<file path="src/rtl/commit_pkg.sv">
// Commit classes shared by the commit ring and its consumers.
package commit_pkg;

    localparam int unsigned TypeW = 3;

    typedef enum logic [TypeW-1:0] {
        CtNull  = 3'd0,
        CtGpr   = 3'd1,
        CtGprIn = 3'd2,
        CtFpr   = 3'd3,
        CtFprIn = 3'd4,
        CtSw    = 3'd5,
        CtB     = 3'd6,
        CtX     = 3'd7
    } commit_type_t;

    function automatic logic is_in(commit_type_t t);
        return (t == CtGprIn) || (t == CtFprIn);
    endfunction

    function automatic logic is_serial(commit_type_t t);
        return (t == CtSw) || (t == CtB);
    endfunction

endpackage

</file>
<file path="src/rtl/prefix_count.sv">
// Length of the leading-ones run of an accept vector, bit 0 first.
module prefix_count #(
    parameter int unsigned W    = 2,
    parameter int unsigned CntW = $clog2(W + 1)
) (
    input  logic [W-1:0]    vec_i,
    output logic [CntW-1:0] cnt_o
);

    logic run;

    always_comb begin
        cnt_o = '0;
        run   = 1'b1;
        for (int i = 0; i < int'(W); i++) begin
            run = run & vec_i[i];
            if (run) begin
                cnt_o = CntW'(i + 1);
            end
        end
    end

endmodule

</file>
<file path="src/rtl/commit_ring_mw.sv">
// Multi-issue, multi-commit in-order commit ring with mispredict flush.
module commit_ring_mw
    import commit_pkg::*;
#(
    parameter int unsigned DEPTH_W  = 4,
    parameter int unsigned ISSUE_W  = 2,
    parameter int unsigned COMMIT_W = 2
) (
    input  logic                        clk,
    input  logic                        reset,
    input  logic [ISSUE_W-1:0]          issue_valid,
    input  logic [ISSUE_W*TypeW-1:0]    issue_type,
    output logic [ISSUE_W-1:0]          issue_ready,
    output logic [ISSUE_W*DEPTH_W-1:0]  issue_tag,
    output logic [COMMIT_W-1:0]         commit_valid,
    output logic [COMMIT_W*TypeW-1:0]   commit_type,
    output logic [COMMIT_W*DEPTH_W-1:0] commit_tag,
    input  logic [COMMIT_W-1:0]         commit_ready,
    input  logic                        flush,
    input  logic [DEPTH_W-1:0]          flush_tag,
    output logic                        empty,
    output logic                        full,
    output logic [DEPTH_W:0]            count,
    output logic [DEPTH_W:0]            in_count
);

    localparam int unsigned Depth = 1 << DEPTH_W;
    localparam int unsigned IcW   = $clog2(ISSUE_W + 1);
    localparam int unsigned CcW   = $clog2(COMMIT_W + 1);

    typedef logic [DEPTH_W-1:0] ptr_t;
    typedef logic [DEPTH_W:0]   cnt_t;

    ptr_t         issue_ptr_q, issue_ptr_d;
    ptr_t         commit_ptr_q, commit_ptr_d;
    cnt_t         count_q, count_d;
    cnt_t         in_count_q, in_count_d;
    commit_type_t entry_q [Depth];
    commit_type_t entry_d [Depth];

    logic [ISSUE_W-1:0]  issue_acc;
    logic [COMMIT_W-1:0] commit_acc;
    logic [IcW-1:0]      n_issue;
    logic [CcW-1:0]      n_commit;
    ptr_t                flush_age;
    ptr_t                cidx;
    logic                serial_seen;

    assign flush_age = flush_tag - commit_ptr_q;

    // Readiness looks only at the registered count, so a full ring never
    // accepts an issue onto a slot that is committing in the same cycle.
    always_comb begin
        issue_ready = '0;
        issue_tag   = '0;
        issue_acc   = '0;
        for (int i = 0; i < int'(ISSUE_W); i++) begin
            issue_ready[i]                   = count_q <= cnt_t'(Depth - 32'(i) - 1);
            issue_tag[i*DEPTH_W +: DEPTH_W]  = issue_ptr_q + ptr_t'(i);
            issue_acc[i]                     = issue_valid[i] & issue_ready[i] & ~flush;
        end
    end

    // SW/B stop younger slots, so they only ever retire from slot 0. During a
    // flush nothing younger than flush_tag may retire.
    always_comb begin
        commit_valid = '0;
        commit_type  = '0;
        commit_tag   = '0;
        commit_acc   = '0;
        serial_seen  = 1'b0;
        cidx         = '0;
        for (int k = 0; k < int'(COMMIT_W); k++) begin
            cidx                               = commit_ptr_q + ptr_t'(k);
            commit_tag[k*DEPTH_W +: DEPTH_W]   = cidx;
            commit_type[k*TypeW +: TypeW]      = entry_q[cidx];
            commit_valid[k]                    = (count_q > cnt_t'(k)) && !serial_seen;
            serial_seen                        = serial_seen | is_serial(entry_q[cidx]);
            commit_acc[k] = commit_valid[k] & commit_ready[k]
                          & (~flush | (ptr_t'(k) <= flush_age));
        end
    end

    prefix_count #(
        .W    (ISSUE_W),
        .CntW (IcW)
    ) u_issue_cnt (
        .vec_i (issue_acc),
        .cnt_o (n_issue)
    );

    prefix_count #(
        .W    (COMMIT_W),
        .CntW (CcW)
    ) u_commit_cnt (
        .vec_i (commit_acc),
        .cnt_o (n_commit)
    );

    always_comb begin
        entry_d = entry_q;
        for (int e = 0; e < int'(Depth); e++) begin
            if (flush && ((ptr_t'(e) - commit_ptr_q) > flush_age)) begin
                entry_d[e] = CtNull;
            end
        end
        for (int k = 0; k < int'(COMMIT_W); k++) begin
            if (int'(n_commit) > k) begin
                entry_d[commit_ptr_q + ptr_t'(k)] = CtNull;
            end
        end
        for (int i = 0; i < int'(ISSUE_W); i++) begin
            if (int'(n_issue) > i) begin
                entry_d[issue_ptr_q + ptr_t'(i)] =
                    commit_type_t'(issue_type[i*TypeW +: TypeW]);
            end
        end

        in_count_d = '0;
        for (int e = 0; e < int'(Depth); e++) begin
            if (is_in(entry_d[e])) begin
                in_count_d = in_count_d + cnt_t'(1);
            end
        end

        commit_ptr_d = commit_ptr_q + ptr_t'(n_commit);
        if (flush) begin
            issue_ptr_d = flush_tag + ptr_t'(1);
            count_d     = cnt_t'(flush_age) + cnt_t'(1) - cnt_t'(n_commit);
        end else begin
            issue_ptr_d = issue_ptr_q + ptr_t'(n_issue);
            count_d     = count_q + cnt_t'(n_issue) - cnt_t'(n_commit);
        end
    end

    always_ff @(posedge clk) begin
        if (reset) begin
            issue_ptr_q  <= '0;
            commit_ptr_q <= '0;
            count_q      <= '0;
            in_count_q   <= '0;
            for (int e = 0; e < int'(Depth); e++) begin
                entry_q[e] <= CtNull;
            end
        end else begin
            issue_ptr_q  <= issue_ptr_d;
            commit_ptr_q <= commit_ptr_d;
            count_q      <= count_d;
            in_count_q   <= in_count_d;
            entry_q      <= entry_d;
        end
    end

    assign count    = count_q;
    assign in_count = in_count_q;
    assign empty    = (count_q == '0);
    assign full     = (count_q == cnt_t'(Depth));

endmodule

</file>
<file path="config.mk">
export PLATFORM = sky130hd
export DESIGN_NAME = commit_ring_mw
export DESIGN_NICKNAME = d
export VERILOG_FILES = /design/src/rtl/commit_pkg.sv /design/src/rtl/prefix_count.sv /design/src/rtl/commit_ring_mw.sv
export SDC_FILE = /design/constraint.sdc
export NUM_CORES = 1
export LEC_CHECK = 0
export CAP_MARGIN = 15
export CORE_AREA = 4 4 127 129
export CTS_CLUSTER_SIZE = 24
export DETAILED_ROUTE_END_ITERATION = 12
export DIE_AREA = 0 0 131 133
export PLACE_DENSITY = 0.8
export SLEW_MARGIN = 20
export SYNTH_ARGS = -nofsm -noshare
export SYNTH_HDL_FRONTEND = slang
export SYNTH_SLANG_ARGS = --single-unit
</file>
<file path="constraint.sdc">
create_clock -name clk -period 13.3 [get_ports clk]
set_input_delay 1.995 -clock clk [delete_from_list [all_inputs] [get_ports clk]]
set_output_delay 1.995 -clock clk [all_outputs]
set_load 0.1 [all_outputs]
</file>
==> summary.txt, run 1 <==
Status
  – Result of the run: finished, violations left
  – Failing checks: design-rule violations

Global routing
  – First-pass GRT wire length: 45.4 mm
  – GRT Util Overall: 0.328
  – Initial antenna violation count: 0
  – Pin count of the biggest net entering global routing: 67
  – Grt total ovfl: 0
  – Vias in the first global route: 8487

Timing
  – Worst slew pin tran: 1.05 ns
  – Max-Slew Margin vs Limit: 0.295
  – Final period util: 0.948
  – Final critical-path required period: 12.61 ns
  – Post-route setup slack: 0.687 ns
  – Max frequency: 79.3 MHz
  – Max-slew violation count: 0
  – Setup Viol. Count Final: 0
  – Final Hold Fails: 0
  – Final Skew: 0.00861 ns

CTS
  – CTS tree: yes
  – Hold_buf cts: 0
  – CTS buffer count: 9
  – Clock buffer depth: 2
  – Root Buffer: clkbuf_16
  – CTS resizes: 0
  – CTS H-Tree Depth: 3
  – Clk Latency, worst-skew pair: 0.35 ns
  – CTS Sinks: 66
  – Post-CTS setup buffers: 0
  – Clk slew on worst S/H paths: 0.05 ns

Worst hold path
  – Worst min path class: reg -> reg
  – Hold path depth: 2

Logic synthesis
  – Synthesized Nets: 1227
  – Syn Area/Cell: 7.86 um2
  – Warnings, synthesis: 0
  – Syn Inst Count: 1132
  – Synth cell types: 94
  – Synth area leader: dfxtp_1
  – Seq/Total Area, Yosys: 0.148
  – Largest cells by area after synthesis: dfxtp_1 15%, ha_1 10%, mux4_2 6.8%, xnor2_1 4.7%, nor2_1 4.7%
  – Post-synth ARST share: 0
  – Synth Flop Type: dfxtp_1
  – Post-synth EDFFs: 0
  – Most frequent cell after synthesis: nor2_1
  – Synth Cell Area: 8900 um2
  – Flops & latches, synth: 66
  – Post-synth top cells: 111 x nor2_1, 103 x nand2_1, 72 x ha_1
  – Top-area cell type share of the netlist area: 0.148

Power and ir drop
  – Peak supply drop: 0.222 mV
  – P_sw: 1.04 mW
  – Leakage: 3.98 nW
  – Logic pwr share: 0.745
  – Sequential share of power: 0.123
  – Switching share of power: 0.546
  – Clock network power share: 0.132
  – Pwr dens: 190 nW/um2
  – Power Internal: 0.861 mW

Placement
  – Port bufs: 54
  – HPWL after DPL: 21.6 mm
  – DP Area: 9580 um2
  – Placer Congestion: 1.04
  – Place WS: 0.0748 ns

Route
  – First-pass detailed-route iteration total: 10
  – Vias: 9075
  – Remaining DRCs: 1
  – Wirelength, routed: 28.5 mm
  – Vias per Instance: 6.72
  – Final antenna-violating net count: 0
  – Wire per inst: 21.1 um
  – Iter 0 DRT Violations: 1082

Setup path
  – Register-to-Register Path Depth: 59
  – Worst EP arrival: 12.82 ns
  – Worst Setup End Kind: register
  – Max incr delay on CP: 0.55 ns
  – Slowest cell on crit path: clkdlybuf4s50_1
  – WP data required: 13.51 ns
  – Crit path max fanout: 5
  – Setup CP Type: in -> reg
  – Most common cell type on the critical path: ha_1
  – Worst Setup Start Kind: input pin

Die
  – Die height: 133 um
  – Row count: 45
  – Starting density of the core: 0.592
  – # IOs: 55
  – Core area: 15000 um2
  – Die ar.: 17400 um2
  – Die extent in x: 131 um

Job
  – Max_cap viols: 0

Layout
  – N_diodes: 0
  – Share of cells above drive strength 1: 0.110
  – Post-Layout Inst Area: 9980 um2
  – Final layout net count: 1252
  – Area Overhead vs Synth: 12.1%
[registers in the layout, summed over array words and instances, names as in the netlist]
name / flops
commit_ptr_q: 4
count: 5
entry_q: 48
in_count: 5
issue_ptr_q: 4
[worst max-delay path, delay by kind of cell]
| kind | cells | cell delay [ns] |
|---|---|---|
| simple gates | 14 | 1.75 |
| mux | 1 | 0.29 |
| fa+ha+maj | 13 | 3.71 |
| xor+xnor | 5 | 0.92 |
| compound gates | 19 | 2.89 |
| buf+inv | 8 | 1.25 |
[power groups by stage]
stage / registers, mW / clock network, mW / logic, mW
after detailed placement: 0.237 / 0 / 1.35
after global routing: 0.236 / 0.261 / 1.52
final: 0.233 / 0.250 / 1.41
after CTS: 0.233 / 0.252 / 1.35
after global placement: 0.237 / 0 / 1.32
after floorplan: 0.324 / 0 / 0.951
[kinds of logic after synthesis]
group / after synthesis / synth area share
xor+xnor: 91 / 0.111
flops: 66 / 0.148
simple gates: 418 / 0.233
buf+inv: 134 / 0.0610
compound gates: 293 / 0.235
mux: 45 / 0.0890
fa+ha+maj: 85 / 0.123
[cells in the final DEF, fill, tap and decap left out, drive strengths merged, types with 16 or more instances in the layout]
cell             n
a21oi           66
a31oi           22
clkdlybuf4s50   53
dfxtp           66
nor3            21
o21ai           55
xnor2           55
nand2          103
buf             23
xor2            30
and2            20
nand2b          16
inv             71
nand3           44
and3            17
ha              72
nor2           112
mux4            27
nor2b           28
[final cells by class]
cell class                      instances  area (um2)
Multi-Input combinational cell        932        7140
Fill cell                            1289        5060
Sequential cell                        66        1320
Timing Repair Buffer                   76         701
Inverter                               72         273
Clock buffer                           12         256
Tap cell                              188         235
Clock inverter                          4        50.0
[per-layer routing]
metal,GRT usage,share of wire,vias to the layer above
met3,0.0824,0.12,93
li1,-,-,4206
met4,0.110,0.034,0
met1,0.466,0.41,4188
met5,0,0,-
met2,0.482,0.43,588
[path summary, 6_finish.rpt]
check / from / to / slack [ns]
min reg2reg: entry_q[40] / entry_q[40] / 0.54
max reg2reg: commit_ptr_q[0] / in_count[4] / 2.10
max: flush_tag[0] / in_count[4] / 0.69
min: entry_q[40] / entry_q[40] / 0.54
[stage by stage]
| stage | std cells | TNS, ns | util | hold slack (ns) | total power [mW] |
|---|---|---|---|---|---|
| after floorplan | 1132 | 0 | - | 0.474 | 1.28 |
| after CTS | 1350 | 0 | 0.657 | 0.530 | 1.84 |
| after detailed placement | 1334 | 0 | 0.637 | 0.525 | 1.59 |
| after global placement | 1334 | 0 | 0.637 | 0.510 | 1.56 |
| final | 1350 | 0 | 0.664 | 0.537 | 1.90 |
| after global routing | 1350 | -0.0360 | 0.664 | 0.553 | 2.02 |
Note: power is estimated with default switching activity, not from simulation.
==> run 2, diff against run 1 <==
==> constraint.sdc (replaced) <==
create_clock -name clk -period 15.35 [get_ports clk]
set_input_delay 2.3025 -clock clk [delete_from_list [all_inputs] [get_ports clk]]
set_output_delay 2.3025 -clock clk [all_outputs]
set_load 0.1 [all_outputs]
==> run 2 against run 1 <==
The run now ends clean. Sequential power fell by 14%. Clock-buffer cell count fell by 3. Power fell by 14%. Critical path depth fell by 2. Via count rose by 0.69%. Utilization fell by 0.63 points. Sequential share of layout area rose by 0.13 points. Non-clock buffer count fell by 3. Sequential cell count did not move. Die area did not move. Worst setup slack improved by 0.74 ns. Clock skew rose by 0.0051 ns.
==> summary.txt, run 2 (synthesized netlist as in run 1, its figures left out) <==
Setup path
  – FF-to-FF Start: commit_ptr_q[0] (unchanged)
  – Worst EP arrival: 14.13 ns (was 12.82 ns)
  – WP data required: 15.56 ns (was 13.51 ns)
  – Max incr delay on CP: 0.51 ns (was 0.55 ns)
  – RR Endpoint: in_count[4] (unchanged)
  – Worst Setup Start Kind: input pin (unchanged)
  – Reg-to-reg slack, setup: 2.85 ns (was 2.10 ns)
  – Most common cell type on the critical path: ha_1 (unchanged)
  – Register-to-Register Path Depth: 57 (was 59)
  – Slowest cell on crit path: nor2_1 (was clkdlybuf4s50_1)
  – Worst Setup End Kind: register (unchanged)
  – Crit path max fanout: 11 (was 5)
  – Setup CP Type: in -> reg (unchanged)

Route
  – Final antenna-violating net count: 0 (unchanged)
  – Iter 0 DRT Violations: 1008 (was 1082)
  – Vias per Instance: 6.78 (was 6.72)
  – Wirelength, routed: 28.9 mm (was 28.5 mm)
  – Vias: 9138 (was 9075)
  – Wire per inst: 21.5 um (was 21.1 um)
  – First-pass detailed-route iteration total: 9 (was 10)
  – Remaining DRCs: 0 (was 1)

Timing
  – Final critical-path required period: 13.92 ns
  – Final Hold Fails: 0 (unchanged)
  – Max frequency: 71.8 MHz
  – Setup Viol. Count Final: 0 (unchanged)
  – Final period util: 0.907
  – RSZ-0062 raised after global routing: false
  – Worst slew pin tran: 1.17 ns (was 1.05 ns)
  – Max-Slew Margin vs Limit: 0.214 (was 0.295)
  – Final Skew: 0.0137 ns (was 0.00861 ns)
  – Sum Neg Setup Slack: 0 ns (unchanged)
  – Max-slew violation count: 0 (unchanged)

Global routing
  – Vias in the first global route: 8310 (was 8487)
  – Initial antenna violation count: 0 (unchanged)
  – First-pass GRT wire length: 45.2 mm (was 45.4 mm)
  – Grt total ovfl: 0 (unchanged)
  – Pin count of the biggest net entering global routing: 67 (unchanged)
  – GRT Util Overall: 0.333 (was 0.328)

Die
  – Die height: 133 um (unchanged)
  – Core area: 15000 um2 (unchanged)
  – Row count: 45 (unchanged)
  – Starting density of the core: 0.592 (unchanged)
  – # IOs: 55 (unchanged)
  – Die ar.: 17400 um2 (unchanged)
  – Die extent in x: 131 um (unchanged)

Layout
  – Largest register by flop count: entry_q (unchanged)
  – Number of flip-flops in the largest register: 48 (unchanged)
  – Share of cells above drive strength 1: 0.0984 (was 0.110)
  – Post-layout util: 0.657 (was 0.664)
  – Final layout net count: 1249 (was 1252)
  – # fillers: 1321 (was 1289)
  – Area Overhead vs Synth: 11.0% (was 12.1%)
  – Most common cell after layout, fill and taps aside: nor2_1 (unchanged)
  – Leading cell types in the layout, fill and taps excluded: 111 x nor2_1, 103 x nand2_1, 72 x ha_1 (was 109 x nor2_1, 103 x nand2_1, 70 x ha_1)
  – N_diodes: 0 (unchanged)
  – Final Instance Count excl. Fillers: 1347 (was 1350)
  – Multi-input gate area: 7050 um2 (was 7140 um2)
  – Reg area: 1320 um2 (unchanged)

CTS
  – Post-CTS setup buffers: 0 (unchanged)
  – Hold_buf cts: 0 (unchanged)
  – CTS tree: yes (unchanged)
  – CTS H-Tree Depth: 3 (unchanged)
  – Root Buffer: clkbuf_16 (unchanged)
  – CTS Sinks: 66 (unchanged)
  – Clk Latency, worst-skew pair: 0.35 ns (about the same)
  – CTS buffer count: 9 (unchanged)
  – CTS resizes: 0 (unchanged)
  – Clock buffer depth: 2 (unchanged)
  – Clk slew on worst S/H paths: 0.06 ns (was 0.05 ns)

Power and ir drop
  – Leakage: 3.96 nW (was 3.98 nW)
  – Pwr dens: 165 nW/um2 (was 190 nW/um2)
  – Peak supply drop: 0.190 mV (was 0.222 mV)

Worst hold path
  – Worst min path class: reg -> reg (unchanged)
  – Hold path depth: 2 (unchanged)
  – Origin of the worst min-delay path: entry_q[40] (unchanged)
  – Hold Path Sink: entry_q[40] (unchanged)

Placement
  – HPWL after DPL: 21.7 mm (was 21.6 mm)
  – Port bufs: 54 (unchanged)
  – Placer Congestion: 0.977 (was 1.04)
  – Placed cells: 1330 (was 1334)

Job
  – Max_cap viols: 0 (unchanged)

Status
  – Result of the run: completed (was finished, violations left)
-- run 2: cell types whose count changed in the layout (fill, tap and decap cells not counted), sizes merged --
cell    before  now
bufinv       1    2
clkbuf      12    9
buf         23   20
clkinv       2    4
-- run 2: how the worst max path moves through the flow --
stage	from	endpoint	slack, ns
finish	flush_tag[0]	in_count[4]	1.43
global route	flush_tag[0]	in_count[4]	0.42
CTS	flush_tag[0]	in_count[4]	1.47
detailed placement	flush_tag[0]	in_count[4]	1.14
global placement	flush_tag[0]	in_count[4]	1.64
floorplan	commit_ptr_q[0]	in_count[4]	3.11
-- run 2: per-stage QoR --
stage          setup WS, ns  instance area [um2]  total power [mW]  hold slack (ns)
3_5_place_dp           1.14                 9550              1.37            0.518
6_report               1.43                 9880              1.63            0.531
3_3_place_gp           1.64                 9550              1.36            0.508
4_1_cts                1.47                 9860              1.61            0.528
5_1_grt               0.418                 9880              1.73            0.563
2_1_floorplan          3.11                 8900              1.11            0.474
-- run 2: report_power, final --
part	switching [mW]	internal [mW]	leakage, nW
clock network	0.0874	0.142	0.151
registers	0.0154	0.185	0.535
logic	0.794	0.403	3.27
total	0.897	0.730	3.96
-- run 2: layout make-up --
class,instances,share of cell area
clock inverters,7,0.00950
multi-input cells,932,0.714
clock buffers,9,0.0228
flip-flops and latches,66,0.134
well taps,188,0.0238
inverters,72,0.0276
repair buffers,73,0.0686
-- run 2: per-layer routing --
layer / vias to the layer above / GRT usage / part of all wire
li1: 4198 / - / -
met1: 4305 / 0.458 / 0.41
met2: 550 / 0.489 / 0.44
met3: 85 / 0.105 / 0.12
met4: 0 / 0.118 / 0.033
met5: - / 0 / 0
-- run 2: worst max-delay path, delay by kind of cell --
family	cells	cell delay [ns]
buffers and inverters	9	1.43
xor gates and xnor gates	7	1.74
adders and majority gates	12	3.48
muxes	1	0.29
AOI/OAI and AO/OA	17	2.99
and+or+nand+nor	12	1.89
